File: config.mk
export PLATFORM = sky130hd
export DESIGN_NAME = sobel_axi_bridge_flat
export DESIGN_NICKNAME = d
export VERILOG_FILES = /design/src/rtl/sobel_bridge_pkg.sv /design/src/rtl/sobel_axi_bridge_if.sv /design/src/rtl/sobel_axi_bridge_ack_sync.sv /design/src/rtl/sobel_axi_bridge.sv /design/src/flat_wrapper.sv
export SDC_FILE = /design/constraint.sdc
export NUM_CORES = 1
export LEC_CHECK = 0
export ABC_AREA = 1
export CAP_MARGIN = 10
export CORE_AREA = 4 4 101 103
export CTS_CLUSTER_DIAMETER = 50
export DETAILED_ROUTE_END_ITERATION = 8
export DIE_AREA = 0 0 105 107
export HOLD_SLACK_MARGIN = 0.02
export PLACE_DENSITY = 0.76
export SLEW_MARGIN = 15
export SYNTH_ARGS = -nofsm -noshare
export SYNTH_HDL_FRONTEND = slang
export SYNTH_SLANG_ARGS = --single-unit
File: constraint.sdc
create_clock -name clk -period 1.75 [get_ports clk]
set_input_delay 0.2625 -clock clk [delete_from_list [all_inputs] [get_ports clk]]
set_output_delay 0.2625 -clock clk [all_outputs]
set_load 0.005 [all_outputs]
File: src/rtl/sobel_bridge_pkg.sv
// Shared types and constants for the sobel AXI-Lite strobe/ack bridge.
package sobel_bridge_pkg;

    typedef enum logic [2:0] {
        ST_IDLE,
        ST_WR_REQ,
        ST_RD_REQ,
        ST_RD_CAP,
        ST_RESP,
        ST_GAP
    } state_e;

    localparam logic [1:0] RESP_OKAY   = 2'b00;
    localparam logic [1:0] RESP_SLVERR = 2'b10;

    localparam int unsigned GAP_CYCLES_DEF     = 8;
    localparam int unsigned TIMEOUT_CYCLES_DEF = 1 << 24;

endpackage

File: src/rtl/sobel_axi_bridge_if.sv
// AXI4-Lite channel bundle between the processor and the sobel bridge.
interface sobel_axi_bridge_if #(
    parameter int unsigned ADDR_W = 8,
    parameter int unsigned DATA_W = 32
) ();
    logic [ADDR_W-1:0] awaddr;
    logic              awvalid;
    logic              awready;
    logic [DATA_W-1:0] wdata;
    logic              wvalid;
    logic              wready;
    logic [1:0]        bresp;
    logic              bvalid;
    logic              bready;
    logic [ADDR_W-1:0] araddr;
    logic              arvalid;
    logic              arready;
    logic [DATA_W-1:0] rdata;
    logic [1:0]        rresp;
    logic              rvalid;
    logic              rready;

    modport slave (
        input  awaddr, awvalid, wdata, wvalid, bready, araddr, arvalid, rready,
        output awready, wready, bresp, bvalid, arready, rdata, rresp, rvalid
    );

    modport master (
        output awaddr, awvalid, wdata, wvalid, bready, araddr, arvalid, rready,
        input  awready, wready, bresp, bvalid, arready, rdata, rresp, rvalid
    );
endinterface

File: src/rtl/sobel_axi_bridge_ack_sync.sv
// Toggle-ack receiver: 2-FF synchroniser, reference register and edge compare.
// Any change of the synchronised ack relative to the reference counts as seen.
module ack_toggle_sync (
    input  logic clk,
    input  logic rst_n,
    input  logic ack_i,
    input  logic load_i,
    output logic seen_o
);
    logic sync1_q, sync1_d;
    logic sync2_q, sync2_d;
    logic ref_q, ref_d;

    // Next-state for the synchroniser chain and the reference.
    always_comb begin
        sync1_d = ack_i;
        sync2_d = sync1_q;
        ref_d   = load_i ? sync2_q : ref_q;
    end

    // State registers.
    always_ff @(posedge clk or negedge rst_n) begin
        if (!rst_n) begin
            sync1_q <= 1'b0;
            sync2_q <= 1'b0;
            ref_q   <= 1'b0;
        end else begin
            sync1_q <= sync1_d;
            sync2_q <= sync2_d;
            ref_q   <= ref_d;
        end
    end

    assign seen_o = sync2_q ^ ref_q;
endmodule

File: src/rtl/sobel_axi_bridge.sv
// AXI4-Lite slave driving the sobel_top strobe/ack coefficient/histogram channel.
// Optional: define SOBEL_BRIDGE_ACK_TIMEOUT_EN to abort unanswered strobes with SLVERR.
module sobel_axi_bridge
    import sobel_bridge_pkg::*;
#(
    parameter int unsigned ADDR_W         = 8,
    parameter int unsigned DATA_W         = 32,
    parameter int unsigned GAP_CYCLES     = GAP_CYCLES_DEF,
    parameter int unsigned TIMEOUT_CYCLES = TIMEOUT_CYCLES_DEF
) (
    input  logic              clk,
    input  logic              rst_n,
    sobel_axi_bridge_if.slave s_axi,
    output logic [ADDR_W-1:0] fir_addr_o,
    output logic [DATA_W-1:0] fir_coeff_o,
    output logic              wr_strobe_o,
    input  logic              wr_ack_i,
    output logic              rd_strobe_o,
    input  logic              rd_ack_i,
    input  logic [DATA_W-1:0] hist_bin_i,
    output logic              busy_o
);
    localparam int unsigned      GAP_W    = $clog2(GAP_CYCLES + 1);
    localparam logic [GAP_W-1:0] GAP_LAST = GAP_W'(GAP_CYCLES - 1);

    state_e            state_q, state_d;
    logic              awready_q, awready_d, wready_q, wready_d, arready_q, arready_d;
    logic              bvalid_q, bvalid_d, rvalid_q, rvalid_d;
    logic [1:0]        bresp_q, bresp_d, rresp_q, rresp_d;
    logic [DATA_W-1:0] rdata_q, rdata_d;
    logic [ADDR_W-1:0] fir_addr_q, fir_addr_d;
    logic [DATA_W-1:0] fir_coeff_q, fir_coeff_d;
    logic              wr_strobe_q, wr_strobe_d, rd_strobe_q, rd_strobe_d;
    logic              pref_rd_q, pref_rd_d;
    logic [GAP_W-1:0]  gap_cnt_q, gap_cnt_d;
    logic              wr_load, rd_load, wr_seen, rd_seen;
    logic              in_req, grant_wr, grant_rd, timeout;

`ifdef SOBEL_BRIDGE_ACK_TIMEOUT_EN
    localparam logic [24:0] WAIT_LAST = 25'(TIMEOUT_CYCLES - 1);
    logic [24:0] wait_cnt_q, wait_cnt_d;
`else
    logic unused_timeout;
    assign unused_timeout = (TIMEOUT_CYCLES == 0);
`endif

    // Read address is accepted for handshake only; the responder has one bin port.
    logic unused_araddr;
    assign unused_araddr = ^s_axi.araddr;

    ack_toggle_sync u_wr_sync (
        .clk    (clk),
        .rst_n  (rst_n),
        .ack_i  (wr_ack_i),
        .load_i (wr_load),
        .seen_o (wr_seen)
    );

    ack_toggle_sync u_rd_sync (
        .clk    (clk),
        .rst_n  (rst_n),
        .ack_i  (rd_ack_i),
        .load_i (rd_load),
        .seen_o (rd_seen)
    );

    // Transaction sequencing, arbitration and registered-output next state.
    always_comb begin
        state_d     = state_q;
        awready_d   = 1'b0;
        wready_d    = 1'b0;
        arready_d   = 1'b0;
        bvalid_d    = bvalid_q;
        bresp_d     = bresp_q;
        rvalid_d    = rvalid_q;
        rresp_d     = rresp_q;
        rdata_d     = rdata_q;
        fir_addr_d  = fir_addr_q;
        fir_coeff_d = fir_coeff_q;
        wr_strobe_d = wr_strobe_q;
        rd_strobe_d = rd_strobe_q;
        pref_rd_d   = pref_rd_q;
        wr_load     = 1'b0;
        rd_load     = 1'b0;
        in_req      = (state_q == ST_WR_REQ) || (state_q == ST_RD_REQ);
        grant_wr    = s_axi.awvalid && s_axi.wvalid && (!s_axi.arvalid || !pref_rd_q);
        grant_rd    = s_axi.arvalid && !grant_wr;
        // Gap count restarts on the first cycle after a strobe drops.
        if (in_req)
            gap_cnt_d = '0;
        else if (gap_cnt_q != GAP_LAST)
            gap_cnt_d = gap_cnt_q + GAP_W'(1);
        else
            gap_cnt_d = gap_cnt_q;
`ifdef SOBEL_BRIDGE_ACK_TIMEOUT_EN
        wait_cnt_d = in_req ? wait_cnt_q + 25'd1 : '0;
        timeout    = (wait_cnt_q == WAIT_LAST);
`else
        timeout    = 1'b0;
`endif

        case (state_q)
            ST_IDLE: begin
                if (grant_wr) begin
                    awready_d   = 1'b1;
                    wready_d    = 1'b1;
                    fir_addr_d  = s_axi.awaddr;
                    fir_coeff_d = s_axi.wdata;
                    wr_strobe_d = 1'b1;
                    wr_load     = 1'b1;
                    pref_rd_d   = 1'b1;
                    state_d     = ST_WR_REQ;
                end else if (grant_rd) begin
                    arready_d   = 1'b1;
                    rd_strobe_d = 1'b1;
                    rd_load     = 1'b1;
                    pref_rd_d   = 1'b0;
                    state_d     = ST_RD_REQ;
                end
            end
            ST_WR_REQ: begin
                if (wr_seen || timeout) begin
                    wr_strobe_d = 1'b0;
                    bvalid_d    = 1'b1;
                    bresp_d     = wr_seen ? RESP_OKAY : RESP_SLVERR;
                    state_d     = ST_RESP;
                end
            end
            ST_RD_REQ: begin
                if (rd_seen) begin
                    rd_strobe_d = 1'b0;
                    state_d     = ST_RD_CAP;
                end else if (timeout) begin
                    // Error response still needs its handshake, so it passes through RESP.
                    rd_strobe_d = 1'b0;
                    rvalid_d    = 1'b1;
                    rresp_d     = RESP_SLVERR;
                    rdata_d     = '0;
                    state_d     = ST_RESP;
                end
            end
            ST_RD_CAP: begin
                rdata_d  = hist_bin_i;
                rvalid_d = 1'b1;
                rresp_d  = RESP_OKAY;
                state_d  = ST_RESP;
            end
            ST_RESP: begin
                if ((bvalid_q && s_axi.bready) || (rvalid_q && s_axi.rready)) begin
                    bvalid_d = 1'b0;
                    rvalid_d = 1'b0;
                    state_d  = ST_GAP;
                end
            end
            ST_GAP: begin
                if (gap_cnt_q == GAP_LAST)
                    state_d = ST_IDLE;
            end
            default: state_d = ST_IDLE;
        endcase

`ifdef SOBEL_BRIDGE_ACK_TIMEOUT_EN
        // Track the ack while idle so a late toggle from an aborted request is absorbed.
        if (state_q == ST_IDLE || state_q == ST_GAP) begin
            wr_load = 1'b1;
            rd_load = 1'b1;
        end
`endif
    end

    // State and output registers.
    always_ff @(posedge clk or negedge rst_n) begin
        if (!rst_n) begin
            state_q     <= ST_IDLE;
            awready_q   <= 1'b0;
            wready_q    <= 1'b0;
            arready_q   <= 1'b0;
            bvalid_q    <= 1'b0;
            bresp_q     <= '0;
            rvalid_q    <= 1'b0;
            rresp_q     <= '0;
            rdata_q     <= '0;
            fir_addr_q  <= '0;
            fir_coeff_q <= '0;
            wr_strobe_q <= 1'b0;
            rd_strobe_q <= 1'b0;
            pref_rd_q   <= 1'b0;
            gap_cnt_q   <= '0;
`ifdef SOBEL_BRIDGE_ACK_TIMEOUT_EN
            wait_cnt_q  <= '0;
`endif
        end else begin
            state_q     <= state_d;
            awready_q   <= awready_d;
            wready_q    <= wready_d;
            arready_q   <= arready_d;
            bvalid_q    <= bvalid_d;
            bresp_q     <= bresp_d;
            rvalid_q    <= rvalid_d;
            rresp_q     <= rresp_d;
            rdata_q     <= rdata_d;
            fir_addr_q  <= fir_addr_d;
            fir_coeff_q <= fir_coeff_d;
            wr_strobe_q <= wr_strobe_d;
            rd_strobe_q <= rd_strobe_d;
            pref_rd_q   <= pref_rd_d;
            gap_cnt_q   <= gap_cnt_d;
`ifdef SOBEL_BRIDGE_ACK_TIMEOUT_EN
            wait_cnt_q  <= wait_cnt_d;
`endif
        end
    end

    assign s_axi.awready = awready_q;
    assign s_axi.wready  = wready_q;
    assign s_axi.arready = arready_q;
    assign s_axi.bvalid  = bvalid_q;
    assign s_axi.bresp   = bresp_q;
    assign s_axi.rvalid  = rvalid_q;
    assign s_axi.rresp   = rresp_q;
    assign s_axi.rdata   = rdata_q;
    assign fir_addr_o    = fir_addr_q;
    assign fir_coeff_o   = fir_coeff_q;
    assign wr_strobe_o   = wr_strobe_q;
    assign rd_strobe_o   = rd_strobe_q;
    assign busy_o        = (state_q != ST_IDLE);
endmodule
File: src/flat_wrapper.sv
// flat-port wrapper written by rule: the top's interface ports become plain ports
module sobel_axi_bridge_flat import sobel_bridge_pkg::*;
#(
    parameter int unsigned ADDR_W         = 8,
    parameter int unsigned DATA_W         = 32,
    parameter int unsigned GAP_CYCLES     = GAP_CYCLES_DEF,
    parameter int unsigned TIMEOUT_CYCLES = TIMEOUT_CYCLES_DEF
)
  (clk, rst_n, fir_addr_o, fir_coeff_o, wr_strobe_o, wr_ack_i, rd_strobe_o, rd_ack_i, hist_bin_i, busy_o, s_axi_awaddr, s_axi_awvalid, s_axi_wdata, s_axi_wvalid, s_axi_bready, s_axi_araddr, s_axi_arvalid, s_axi_rready, s_axi_awready, s_axi_wready, s_axi_bresp, s_axi_bvalid, s_axi_arready, s_axi_rdata, s_axi_rresp, s_axi_rvalid);
  sobel_axi_bridge_if #(.ADDR_W(ADDR_W), .DATA_W(DATA_W)) s_axi_i ();
  input  logic clk;
  input  logic rst_n;
  output logic [ADDR_W-1:0] fir_addr_o;
  output logic [DATA_W-1:0] fir_coeff_o;
  output logic wr_strobe_o;
  input  logic wr_ack_i;
  output logic rd_strobe_o;
  input  logic rd_ack_i;
  input  logic [DATA_W-1:0] hist_bin_i;
  output logic busy_o;
  input wire logic [$bits(s_axi_i.awaddr)-1:0] s_axi_awaddr;
  input wire logic [$bits(s_axi_i.awvalid)-1:0] s_axi_awvalid;
  input wire logic [$bits(s_axi_i.wdata)-1:0] s_axi_wdata;
  input wire logic [$bits(s_axi_i.wvalid)-1:0] s_axi_wvalid;
  input wire logic [$bits(s_axi_i.bready)-1:0] s_axi_bready;
  input wire logic [$bits(s_axi_i.araddr)-1:0] s_axi_araddr;
  input wire logic [$bits(s_axi_i.arvalid)-1:0] s_axi_arvalid;
  input wire logic [$bits(s_axi_i.rready)-1:0] s_axi_rready;
  output wire logic [$bits(s_axi_i.awready)-1:0] s_axi_awready;
  output wire logic [$bits(s_axi_i.wready)-1:0] s_axi_wready;
  output wire logic [$bits(s_axi_i.bresp)-1:0] s_axi_bresp;
  output wire logic [$bits(s_axi_i.bvalid)-1:0] s_axi_bvalid;
  output wire logic [$bits(s_axi_i.arready)-1:0] s_axi_arready;
  output wire logic [$bits(s_axi_i.rdata)-1:0] s_axi_rdata;
  output wire logic [$bits(s_axi_i.rresp)-1:0] s_axi_rresp;
  output wire logic [$bits(s_axi_i.rvalid)-1:0] s_axi_rvalid;
  assign s_axi_i.awaddr = s_axi_awaddr;
  assign s_axi_i.awvalid = s_axi_awvalid;
  assign s_axi_i.wdata = s_axi_wdata;
  assign s_axi_i.wvalid = s_axi_wvalid;
  assign s_axi_i.bready = s_axi_bready;
  assign s_axi_i.araddr = s_axi_araddr;
  assign s_axi_i.arvalid = s_axi_arvalid;
  assign s_axi_i.rready = s_axi_rready;
  assign s_axi_awready = s_axi_i.awready;
  assign s_axi_wready = s_axi_i.wready;
  assign s_axi_bresp = s_axi_i.bresp;
  assign s_axi_bvalid = s_axi_i.bvalid;
  assign s_axi_arready = s_axi_i.arready;
  assign s_axi_rdata = s_axi_i.rdata;
  assign s_axi_rresp = s_axi_i.rresp;
  assign s_axi_rvalid = s_axi_i.rvalid;
  sobel_axi_bridge #(.ADDR_W(ADDR_W), .DATA_W(DATA_W), .GAP_CYCLES(GAP_CYCLES), .TIMEOUT_CYCLES(TIMEOUT_CYCLES)) u_core (.clk(clk), .rst_n(rst_n), .s_axi(s_axi_i), .fir_addr_o(fir_addr_o), .fir_coeff_o(fir_coeff_o), .wr_strobe_o(wr_strobe_o), .wr_ack_i(wr_ack_i), .rd_strobe_o(rd_strobe_o), .rd_ack_i(rd_ack_i), .hist_bin_i(hist_bin_i), .busy_o(busy_o));
endmodule
# [After elaboration in Yosys (flattened, before gate mapping)]
# Cells that the tools add are included.
[totals] reg_bits=92 latchBits=0 ram_bits=0 rom_bits=0 input_bits=89 output_inout_bits=84 wordCells=89 n_memories=0
[op_classes] add_sub_neg=1 multipliers=0 div_mod_pow=0 order_cmp=0 eq_ne=15 shift=0 mux=27 bitwise_logic=2 n_reduce_logical=26
[op_table] op="$mux W3" count=6
[op_table] op="$pmux W3 S6" count=1
[op_table] op="$mux W1" count=14
[op_table] op="$reduce_bool A2 Y1" count=6
[op_table] op="$ne A2 B1 Y1 const B" count=5
[op_table] op="$mux W4" count=2
[op_table] op="$pmux W1 S2" count=4
[op_table] op="$eq A3 B2 Y1 const B" count=2
[op_table] op="$eq A3 B3 Y1 const B" count=2
[op_table] op="$reduce_and A2 Y1" count=3
[op_table] op="$reduce_and A3 Y1" count=2
[op_table] op="$logic_and A1 B1 Y1" count=5
[op_table] op="$reduce_and A5 Y1" count=1
[op_table] op="$add A4 B1 Y4 const B" count=1
[op_table] op="$eq A4 B3 Y1 const B" count=1
[op_table] op="$ne A2 B2 Y1 const B" count=2
[op_table] op="$ne A4 B3 Y1 const B" count=1
[op_table] op="$reduce_and A4 Y1" count=1
[op_table] op="$eq A3 B1 Y1 const B" count=1
[op_table] op="$logic_not A1 Y1" count=3
[op_table] op="$logic_not A3 Y1" count=1
[op_table] op="$logic_or A1 B1 Y1" count=3
[op_table] op="$ne A3 B1 Y1 const B" count=1
[op_table] op="$reduce_bool A3 Y1" count=1
[op_table] op="$xor A1 B1 Y1" count=2

# [Logic depth before layout (Yosys ltp)]
[depth] ltp_word=8 ltp_mapped=9 ltp_nobuf=8

# [By module]
# A second synthesis with hierarchy kept.
[hier_totals] hier_cells=362 hier_area_um2=3831.2
[modules_own_cells] module="sobel_axi_bridge" instances=1 cells_each=338 area_per_inst_um2=3613.5 seq_area_each_um2=2152.1
[modules_own_cells] module="ack_toggle_sync" instances=2 cells_each=12 area_per_inst_um2=108.9 seq_area_each_um2=75.1

# [Worst setup path before layout]
# OpenSTA, ideal clock, no wires.
[synth_timing] path_kind="reg2reg" startpoint="register u_core.state_q[2]" endpoint="register u_core.rdata_q[17], in the netlist u_core.s_axi.rdata[17]" setup_ps=127 t_arrival_ps=1123 required_ps=1623 setup_slack_ps=500 path_stages_with_launch=5 n_path_buf=1 period_less_slack_ps=1250 cell_sequence="dfrtp_1 > inv_2 > nand3_4 > buf_6 > mux2_1"
[synth_via] elab_chain_cells=1
[synth_lines] element="from (decl)" line="sobel_axi_bridge.sv:26" rtl="state_e state_q, state_d;"
[synth_lines] element="from (signal assigned)" line="sobel_axi_bridge.sv:193" rtl="state_q <= state_d;"
[synth_lines] element="$eq A3 B2 Y1" line="sobel_axi_bridge.sv:102" rtl="case (state_q)"
[synth_lines] element="to (signal assigned)" line="sobel_axi_bridge.sv:201" rtl="rdata_q <= rdata_d;"
[synth_lines] element="to (decl)" line="sobel_axi_bridge.sv:30" rtl="logic [DATA_W-1:0] rdata_q, rdata_d;"
# Every way passes these cells.
# A chain may end at the register's enable or synchronous reset.

# [Final worst setup path]
[layout_timing] startpoint="register u_core.state_q[1]" endpoint="output busy_o"
[layout_via] elab_chain_cells=1
[layout_lines] element="$reduce_bool A3 Y1" line="sobel_axi_bridge.sv:226" rtl="assign busy_o = (state_q != ST_IDLE);"
[layout_lines] element="to (decl)" line="flat_wrapper.sv:20" rtl="output logic busy_o;"
# Every way passes these cells.

==> results.cfg <==
[power]
irDropWorstVdd_uv = 776
p_total_w = 0.00914
p_per_area_mw_per_mm2 = 1620
cellLeakagePower_nw = 2.65

[worst_setup_path]
critPathMaxStageDelay_ps = 390
cp-start-kind = register
r2r_cells = 3
endpoint_kind = primary output
crit_fanout = 4
r2r-start = u_core.state_q[2]
path_class = reg2out
crit_chain = inv_2, nand2_2, nor2_4, inv_1, dlygate4sd2_1
required_ps = 1490
cp_top_family = flip-flops
cp.arrival_ps = 1330
slowest_stage = dfrtp_1
critPathBufInv = 3
r2r-end = u_core.s_axi.rdata[17]
regToRegSetupSlack_ps = 170

[placement]
place_congestion = 0.791
hpwl_mm = 6.78
dpl_worst_slack_ps = -45.3
numPortBuffers = 160
dpl-instance-area_mm2 = 0.00541

[timing]
hold_ws_ps = 353
fin_crit_sh_pct = 90.9
clock_skew_ps = 8.68
grt_setup_unrepaired = no
drv_slew = 0
setup_viol = 0
max_freq_mhz = 628
timing.final.ws_setup_ps = 159
hold_viol_final = 0
post-route-min-period_ps = 1590

[worst_hold_path]
min_path_type = reg2reg
worstHoldPathCells = 0
worstHoldStart = u_core.u_rd_sync.sync1_q
worst_hold_path.endpoint = u_core.u_rd_sync.sync2_q

[global_routing]
grt_overflow = 0
grt_pass1_wl_mm = 15.0
grt_max_degree = 44
antenna_found_initial = 0
grt_pass1_vias = 3032
grt_use_total_pct = 16.5

[finish]
final_nets = 621
diodes = 0
postLayoutCellArea_mm2 = 0.00563
area_growth_pct = 50.0
drive_gt1_share_pct = 10.5

[clock_network]
cts_max_level = 3
worstSkewPairLatency_ps = 350
clock-sinks = 92
cts_inserted_buffers = 9
cts_buffer_depth = 2
clkTransAtPathRegs_ps = 80
cts_tree = built
root_buffer = clkbuf_8

[route]
dr.first_iter.drc_count = 130
drt-pass1-iter-count = 4
drt-total-wl_mm = 9.05
wl_per_cell_um = 14.0
antenna_left = 0
vias_per_cell = 4.55
drc = 0
via_count = 2940

[synth]
synthTopCellsByCount = 159 x nand2_1, 92 x dfrtp_1, 28 x mux2_2, 19 x nor2_1, 14 x nand3_1
synth_ff_type = dfrtp_1
postSynth.asyncResetShare_pct = 100
synth_cell_types = 23
yosysSeqAreaShare_pct = 61.3
syn-instance-count = 366
synth_edf_count = 0
synthTopCellsByArea = dfrtp_1 61%, nand2_1 16%, mux2_2 8.4%
synth_warnings = 0
synth_top_area_share_pct = 61.3
yosysTopAreaCell = dfrtp_1
postSynthAreaPerCell_um2 = 10.3
synth_area_mm2 = 0.00375
synth_most_common_cell = nand2_1
synth_seq_cells = 92

[job]
maxCapViolCount = 0

[floorplanning]
io_pins = 173
dieHeight_um = 107
coreArea_mm2 = 0.00920
start_util_pct = 40.8
placementRows = 35
dieArea_mm2 = 0.0112
die_x_um = 105

[outcome]
outcome = finished clean
sequential cells by signal, indices dropped and copies added (netlist names):
register,cells
u_core.u_wr_sync.ref_q,1
u_core.u_rd_sync.sync2_q,1
u_core.wr_strobe_o,1
u_core.pref_rd_q,1
u_core.u_rd_sync.sync1_q,1
u_core.u_rd_sync.ref_q,1
u_core.s_axi.arready,1
u_core.s_axi.bvalid,1
u_core.s_axi.rvalid,1
u_core.s_axi.awready,1
u_core.state_q,3
u_core.rd_strobe_o,1
u_core.s_axi.rdata,32
u_core.fir_addr_o,8
u_core.fir_coeff_o,32
u_core.u_wr_sync.sync2_q,1
u_core.gap_cnt_q,4
u_core.u_wr_sync.sync1_q,1
report_power, final:
group	total [W]	internal, W	switching [W]	leakage, nW
Combinational	0.00399	0.00245	0.00154	1.43
Clock	0.00150	0.000799	0.000705	0.0956
Sequential	0.00365	0.00310	0.000552	1.12
Total	0.00914	0.00635	0.00279	2.65
worst reg2reg max path, stage by stage (launching register included):
cell and delay (ps):
dfrtp_1 480, inv_2 150, nand3_4 360, mux2_1 470
cell families (layout without fill, tap and decap cells):
logic type	after synthesis	in the layout	share of synthesized area, %
fa+ha+maj	1	1	0.333
other cells	1	4	0.0999
xor+xnor	1	1	0.233
mux	32	32	9.60
simple gates	197	197	21.0
compound gates	10	10	1.33
buf+inv	32	198	6.06
flops	92	92	61.3
area by class of cell:
type | count | area (um^2)
Clock buffer | 11 | 131
Clock inverter | 4 | 75.1
Sequential cell | 92 | 2300
Inverter | 15 | 61.3
Timing Repair Buffer | 168 | 1690
Fill cell | 795 | 3570
Multi-Input combinational cell | 245 | 1240
Tap cell | 111 | 139
through the flow:
step | setup TNS [ps] | instances | utilization (%)
after global routing | 0 | 646 | 61.2
after CTS | 0 | 646 | 61.2
after global placement | 0 | 629 | 58.8
after floorplan | 0 | 369 | -
final | 0 | 646 | 61.2
after detailed placement | -872 | 629 | 58.8
timing repair:
item / 4_1_cts / 5_1_grt
hold buffers: 1 / 0
resized for setup: 1 / 0
hold endpoints to repair: 28 / 0
setup buffers: 1 / 0
endpoints found under the setup margin: 1 / 0
worst max-delay path by stage:
stage	startpoint	endpoint	slack [ps]	depth (start not counted)
final	u_core.state_q[1]	busy_o	160	5
after global routing	u_core.state_q[0]	busy_o	60	5
after CTS	u_core.state_q[1]	busy_o	130	5
after detailed placement	s_axi_awvalid	u_core.fir_coeff_o[10]	-50	7
after global placement	s_axi_awvalid	u_core.wr_strobe_o	3	7
after floorplan	u_core.state_q[2]	u_core.s_axi.rdata[17]	500	4
cells in the final DEF, fill, tap and decap left out, types with 2 or more instances in the layout:
cell type	count
a21oi_1	3
nor2_1	19
mux2_2	28
dfrtp_1	92
clkbuf_1	2
nand2_1	159
buf_12	2
bufinv_16	2
clkdlybuf4s50_1	158
inv_2	2
nand3_1	14
clkbuf_8	9
buf_4	6
mux2_1	4
inv_1	11
o21ai_0	7
clkinvlp_4	2
conb_1	4
metal layers:
layer | GRT usage [%] | wire length, um | vias to the layer above
met5 | 0 | 0 | -
met4 | 6.19 | 155 | 0
met3 | 5.36 | 725 | 11
met2 | 27.5 | 4510 | 100
met1 | 20.1 | 3660 | 1363
li1 | - | - | 1466
(Power assumes the default switching activity.)
==> patch: new RTL, same settings <==
Re-encode `state_e` (6 states) as one-hot, 6 bits wide.
--- a/src/rtl/sobel_bridge_pkg.sv
+++ b/src/rtl/sobel_bridge_pkg.sv
@@ -1,13 +1,13 @@
 // Shared types and constants for the sobel AXI-Lite strobe/ack bridge.
 package sobel_bridge_pkg;
 
-    typedef enum logic [2:0] {
-        ST_IDLE,
-        ST_WR_REQ,
-        ST_RD_REQ,
-        ST_RD_CAP,
-        ST_RESP,
-        ST_GAP
+    typedef enum logic [5:0] {
+        ST_IDLE   = 6'b000001,
+        ST_WR_REQ = 6'b000010,
+        ST_RD_REQ = 6'b000100,
+        ST_RD_CAP = 6'b001000,
+        ST_RESP   = 6'b010000,
+        ST_GAP    = 6'b100000
     } state_e;
 
     localparam logic [1:0] RESP_OKAY   = 2'b00;
Formal check against the unedited RTL: same outputs for any inputs over 10 cycles, from zero or initial values and one cycle with rst_n low; not proved beyond that.
==> patch against the original RTL <==
Cell area up 3.6%; synthesized area up 3.2%; total power up 0.28%; routed wire length up 11%; setup slack worse by 0.075 ns; via count up 15%; critical path depth down 2; critical endpoint unchanged; largest power group unchanged; sequential cell count up 3.
==> patch: results (changes against the original RTL) <==
ir_drop_uv: 848  # +9.3%
grt_use_total_pct: 18.1  # +1.5 points
fin_worst_skew_ns: 0.0107  # +0.00199 ns
final_nets: 707  # +14%
seq_area_frac_synth_pct: 61.4  # +0.069 points
fin_cells: 733  # +13%
grt_pass1_wl_um: 16600  # +11%
cts_root_buf: "clkbuf_8"
reg2regPathDepth: 8  # +5
cp_data_arrival_time_ns: 1.40  # +0.07 ns
ys_top_cells_by_count: "254 x nand2_1, 94 x dfrtp_1, 27 x nor2_1, 21 x inv_1, 11 x nand3_1"
swShare_pct: 32.4  # +1.9 points
power_leakage_uw: 0.00291  # +9.7%
antenna_found_initial: 0  # unchanged
gp_congestion: 0.901  # +14%
synth_area_leaders: "dfrtp_1 61%, nand2_1 25%, nor2_1 2.6%, inv_1 2.0%, buf_4 1.5%"
yosysUniqueCellTypes: 26  # +13%
grt_max_degree: 44  # unchanged
place_inst: 712  # +13%
num_vias: 3375  # +15%
dpl.hpwl_um: 7410  # +9.4%
crit_family: "flip-flops"
hold_path_depth: 1  # +1
syn_avg_cell_area_sq_um: 8.59  # -16%
initialDrtViolationCount: 120  # -7.7%
drive_above_1_share_pct: 6.27  # -4.2 points
min_path_type: "primary input to flip-flop"
grt_pass1_vias: 3462  # +14%
dr.pass1.iters: 5  # +1
finalWirelength_um: 10000  # +11%
htree_levels: 3  # unchanged
cpPeakStageDelay_ns: 0.41  # +0.02 ns
synthArstFlopShare_pct: 100  # unchanged
status: "finished, final reports clean"
patch: cell types whose count changed in the layout (fill, tap and decap cells not counted), sizes merged, moves of 2 or more:
cell / change
buf: +3
mux2: -32
inv: +11
dfrtp: +2
nand2: +94
nand3: -2
o21ai: -5
nor2: +11
patch: routing by layer:
metal	wire length (um)	track usage, %
met5	0	0
met3	750	5.66
met2	5050	31.4
met4	186	5.81
met1	4030	21.4
patch: logic make-up after synthesis:
kind of cell	after synthesis	synth area share, %
buffers and inverters	44	6.07
AND/OR/NAND/NOR	301	30.7
adder cells (fa/ha/maj)	1	0.323
AO/OA/AOI/OAI	7	1.00
flip-flops	95	61.4
other	1	0.0968
XOR/XNOR	2	0.452
patch: worst paths after layout:
path	startpoint	slack, ns	end
min	wr_ack_i	0.35	u_core.u_wr_sync.sync1_q
max in group asynchronous	rst_n	0.76	u_core.fir_coeff_o[10]
max	u_core.state_q[3]	0.08	busy_o
min in group asynchronous	rst_n	0.42	u_core.fir_coeff_o[26]
max reg2reg	u_core.state_q[3]	0.19	u_core.fir_addr_o[4]
min reg2reg	u_core.u_wr_sync.sync1_q	0.35	u_core.u_wr_sync.sync2_q
patch: worst register-to-register path, stage by stage (launching register included):
cell,delay [ns]
dfrtp_1,0.41
nor2_2,0.25
nand3_4,0.12
buf_4,0.15
inv_2,0.06
nand2_4,0.08
inv_6,0.25
nand2_1,0.10
nand2_1,0.08
patch: timing repair:
item,CTS,global route
hold buffers,1,0
endpoints found under the hold margin,33,0
resized for setup,1,1
buffers inserted,1,3
setup endpoints to repair,1,1
patch: power groups by stage:
| stage | Clock (uW) | Combinational, uW | Sequential, uW |
|---|---|---|---|
| 2_1_floorplan | 0 | 1510 | 3760 |
| 3_3_place_gp | 0 | 3770 | 3690 |
| 3_5_place_dp | 0 | 3880 | 3740 |
| 4_1_cts | 1580 | 3920 | 3700 |
| 5_1_grt | 1670 | 4400 | 3830 |
| 6_report | 1530 | 3950 | 3690 |
patch: layout make-up:
type                    instances  area (sq um)
inverters                      25          98.8
fillers                       809          3360
clock buffers                  12           165
clock inverters                 4          52.6
well taps                     111           139
repair buffers                171          1720
multi-input cells             315          1280
flip-flops and latches         95          2380
patch: through the flow:
step	total power [uW]	instance area, sq um	setup TNS [ns]	setup WS, ns	hold WS, ns
after global routing	9890	5830	-0.00831	-0.00831	0.339
after global placement	7460	5570	0	0.141	0.272
after CTS	9190	5800	0	0.0152	0.338
final	9170	5830	0	0.0833	0.355
after detailed placement	7620	5570	0	0.0864	0.273
after floorplan	5270	3890	0	0.427	-0.0331
